--- config.mk ---
export PLATFORM = sky130hd
export DESIGN_NAME = pulse_train_gen
export DESIGN_NICKNAME = d
export VERILOG_FILES = /design/src/rtl/pulse_train_gen.sv
export SDC_FILE = /design/constraint.sdc
export NUM_CORES = 1
export LEC_CHECK = 0
export CAP_MARGIN = 20
export CORE_MARGIN = 4
export CORE_UTILIZATION = 59
export DETAILED_ROUTE_END_ITERATION = 10
export PLACE_DENSITY = 0.84
export RECOVER_POWER = 100
export SLEW_MARGIN = 20
export SYNTH_ARGS = -nofsm -noshare
export SYNTH_HDL_FRONTEND = slang
export SYNTH_SLANG_ARGS = --single-unit
export TNS_END_PERCENT = 10
--- constraint.sdc ---
create_clock -name clk -period 4.9 [get_ports clk]
set_clock_uncertainty 0.2 [all_clocks]
set_input_delay 1.47 -clock clk [delete_from_list [all_inputs] [get_ports clk]]
set_output_delay 1.47 -clock clk [all_outputs]
set_load 0.005 [all_outputs]
--- src/rtl/pulse_train_gen.sv ---
// Pulse train transmitter for the single-wire link: emits num_pulses low->high
// pulses on x_out with programmable low/high phase lengths, idling high.
module pulse_train_gen #(
    parameter int CNT_W = 8,
    parameter int LEN_W = 8
) (
    input  logic             clk,
    input  logic             rst,
    input  logic             start,
    input  logic [CNT_W-1:0] num_pulses,
    input  logic [LEN_W-1:0] low_len,
    input  logic [LEN_W-1:0] high_len,
    output logic             x_out,
    output logic             busy,
    output logic             done,
    output logic [1:0]       dbg_state_o
);

    typedef enum logic [1:0] {
        S_IDLE = 2'd0,
        S_LOW  = 2'd1,
        S_HIGH = 2'd2,
        S_DONE = 2'd3
    } state_t;

    localparam logic [LEN_W-1:0] LEN_ONE = LEN_W'(1);
    localparam logic [CNT_W-1:0] CNT_ONE = CNT_W'(1);

    state_t           state_q;
    logic [CNT_W-1:0] num_q;
    logic [LEN_W-1:0] low_q;
    logic [LEN_W-1:0] high_q;
    logic [LEN_W-1:0] phase_q;
    logic [CNT_W-1:0] pulse_q;
    logic             x_q;
    logic             busy_q;
    logic             done_q;

    logic [LEN_W-1:0] eff_low;
    logic [LEN_W-1:0] eff_high;

    // A zero-length phase would never produce a line transition, so it runs as one cycle.
    assign eff_low  = (low_q  == '0) ? LEN_ONE : low_q;
    assign eff_high = (high_q == '0) ? LEN_ONE : high_q;

    // Outputs are registered together with the state they decode from.
    always_ff @(posedge clk) begin
        if (rst) begin
            state_q <= S_IDLE;
            num_q   <= '0;
            low_q   <= '0;
            high_q  <= '0;
            phase_q <= '0;
            pulse_q <= '0;
            x_q     <= 1'b1;
            busy_q  <= 1'b0;
            done_q  <= 1'b0;
        end else begin
            case (state_q)
                S_IDLE: begin
                    if (start) begin
                        if (num_pulses != '0) begin
                            num_q   <= num_pulses;
                            low_q   <= low_len;
                            high_q  <= high_len;
                            phase_q <= LEN_ONE;
                            pulse_q <= CNT_ONE;
                            state_q <= S_LOW;
                            x_q     <= 1'b0;
                            busy_q  <= 1'b1;
                        end else begin
                            state_q <= S_DONE;
                            done_q  <= 1'b1;
                        end
                    end
                end
                S_LOW: begin
                    if (phase_q == eff_low) begin
                        phase_q <= LEN_ONE;
                        state_q <= S_HIGH;
                        x_q     <= 1'b1;
                    end else begin
                        phase_q <= phase_q + LEN_ONE;
                    end
                end
                S_HIGH: begin
                    if (phase_q == eff_high) begin
                        if (pulse_q == num_q) begin
                            state_q <= S_DONE;
                            busy_q  <= 1'b0;
                            done_q  <= 1'b1;
                        end else begin
                            pulse_q <= pulse_q + CNT_ONE;
                            phase_q <= LEN_ONE;
                            state_q <= S_LOW;
                            x_q     <= 1'b0;
                        end
                    end else begin
                        phase_q <= phase_q + LEN_ONE;
                    end
                end
                S_DONE: begin
                    state_q <= S_IDLE;
                    done_q  <= 1'b0;
                end
                default: begin
                    state_q <= S_IDLE;
                    x_q     <= 1'b1;
                    busy_q  <= 1'b0;
                    done_q  <= 1'b0;
                end
            endcase
        end
    end

    assign x_out       = x_q;
    assign busy        = busy_q;
    assign done        = done_q;
    assign dbg_state_o = state_q;

endmodule

==> run metrics <==
Pleak=around 1.1 nW; Crit-path slowest cell=dlygate4sd3_1; Synth area leaders=dfxtp_1, nand2_1, a21oi_1; ratio of final minimum period to clock period=80.6%; post-route cell area=2910 um2; PD cells=451 nW/um2; Hold Fails Final Rpt=0; Vias=2272; Yosys cell types=48; Core Rows=23; Ports=32; Rel. slew slack=between 30% and 40%; area share of the largest cell type after synthesis=35.7%; wire per inst=roughly 14 um; Post-CTS Setup Bufs=0; critical path type=input pin to flip-flop; CTS Sinks=45; DRC=0; die span in x=73.4 um; crit-path cells=dlygate4sd3_1 > nor4_1 > nand2_1 > a21boi_0 > nor2_1 > o21ai_2 > nor4_1 > a311o_1; Synth Net Count=approximately 350; cts repair resizes=0; Nets=around 370; Filler Cell Count=approximately 330; drt total wl=5.49 mm; arrival time worst endpoint=3.93 ns; warnings from Yosys=0; outcome=finished, final reports clean; Least-Margin Pin Slew=0.933 ns; Critical Path RT=between 4 and 5 ns; All-Layer GR Usage=between 20% and 30%; initial antenna violation count=0; P&R area growth vs syn=15.5%; min Tclk post-route=~3.9 ns; Setup crit start kind=input pin; CTS tree=yes; max_cap viols=0; fraction of layout cells with a size suffix above 1=6.74%; Cell Area, Placed=between 2000 and 3000 um2; commonest cells in the netlist=nand2_1, dfxtp_1, a21oi_1; Routed Antenna Nets=0; Final GP Congestion=0.856; Peak VDD IR=0.230 mV; most common cell in the synthesized netlist=nand2_1; Synth Flop Type=dfxtp_1; Synth async-reset ratio=0%; Post-Syn Area=2520 um2; pin count of the biggest net entering global routing=44; post-synthesis area per instance=7.86 um2; Max clock buf depth=2; Sum Neg Setup Slack=0 ns; Clock Latency Late Sink=0.30 ns; cell taking the most area after synthesis=dfxtp_1; detailed placement HPWL=3.94 mm; Yosys reg bits=45; drt first pass iters=4; placed cell count=383; clock-pin transition on the worst setup and hold timing paths=about 0.080 ns; final setup vio count=0; Crit. End Element=flip-flop; grt ovf=0; post-synthesis sequential area ratio=35.7%; critical path peak fanout=16; diodes inserted=0; core region area=4060 um2; Worst Hold Class=flip-flop to flip-flop; PortBufs=31; Post-synth EDFFs=0; Starting Density=62.2%; die height=73.4 um; achievable clock frequency=253 MHz; Clock Root Buffer=clkbuf_8; Non-Filler Instances=391; Slew Limit Fails=0; DRT iter0 DRCs=approximately 230; die area=5390 um2; max incr delay on CP=0.55 ns; vias per inst=5.81; Num CTS Buffers=5; number of global-route vias before repair=2134; Cells after Synth=321; # hold bufs at CTS=0; RSZ-0062 raised after global routing=false; first-pass GRT wire length=9.35 mm; H-tree Lvls=2; most used cell, CP=nor4_1
flip-flops by register name, summed over array words and instances, names as in the netlist, 2 cells and up:
| signal | flops |
|---|---|
| high_q | 8 |
| phase_q | 8 |
| num_q | 8 |
| low_q | 8 |
| dbg_state_o | 2 |
| pulse_q | 8 |
metal layers:
metal	track usage, %	wire length [um]	vias to the layer above
li1	-	-	1155
met1	29.5	2680	1053
met2	35.4	2450	58
met3	4.79	309	6
met4	6.24	55	0
met5	0	0	-
cell usage in the layout (no fill, tap or decap), drive strengths merged, types with 2 or more instances in the layout:
cell	netlist	layout
a21oi	36	36
a21boi	2	2
or4	5	5
inv	7	7
nand4	4	4
a221oi	3	3
dlygate4sd3	0	6
and2	4	4
a21o	7	7
a211oi	2	2
o31a	2	2
nand3	10	10
nor2b	4	4
nor3	10	10
buf	5	2
dfxtp	45	45
nor4	8	8
xor2	8	8
a31o	2	2
nand2b	7	7
nand2	69	69
clkbuf	16	7
ha	6	6
clkdlybuf4s50	0	25
o21ai	6	6
nor2	10	10
nand4b	2	2
xnor2	14	14
nor3b	3	3
nor4b	2	2
or2	4	4
a31oi	4	4
and3	3	3
per-stage QoR:
stage	hold WS (ns)	util [%]	total power, mW	worst slack [ns]
finish	0.269	71.8	1.31	0.952
global route	0.304	71.8	1.41	0.702
CTS	0.274	72.1	1.33	1.13
detailed placement	0.260	69.2	1.04	0.817
global placement	0.250	69.2	1.03	0.937
floorplan	0.236	-	0.908	1.51
kinds of logic (layout without fill, tap and decap cells):
logic type | after synthesis | after routing | synth area share [%]
AOI/OAI and AO/OA | 72 | 72 | 18.2
xor gates and xnor gates | 22 | 22 | 7.64
adders and majority gates | 6 | 6 | 2.97
buffers and inverters | 28 | 48 | 5.16
DFF | 45 | 45 | 35.7
and+or+nand+nor | 148 | 148 | 30.3
path summary, 6_finish.rpt:
check / start / end / slack (ns) / depth (start not counted)
max: num_pulses[3] / phase_q[2] / 0.95 / 8
min: done / done / 0.27 / 2
max reg2reg: phase_q[0] / pulse_q[3] / 1.85 / 7
min reg2reg: done / done / 0.27 / 2
power breakdown:
| part | switching, mW | internal, mW | leakage (nW) |
|---|---|---|---|
| Sequential | 0.0622 | 0.425 | 0.368 |
| Clock | 0.123 | 0.166 | 0.0585 |
| Combinational | 0.307 | 0.229 | 0.691 |
critical path, delay by kind of cell:
kind            cells  cell delay (ns)
simple gates        4             0.83
buf+inv             1             0.55
compound gates      3             1.08
layout make-up:
class                      instances  area, um2  share of cell area (%)
tap                               50       62.6                    2.15
multi-input combinational        248       1480                    50.9
clock inverter                     1       30.0                    1.03
inverter                           7       26.3                   0.902
timing repair buffer              33        325                    11.2
sequential                        45        901                    30.9
clock buffer                       7       86.3                    2.96
Note: power is estimated with default switching activity, not from simulation.
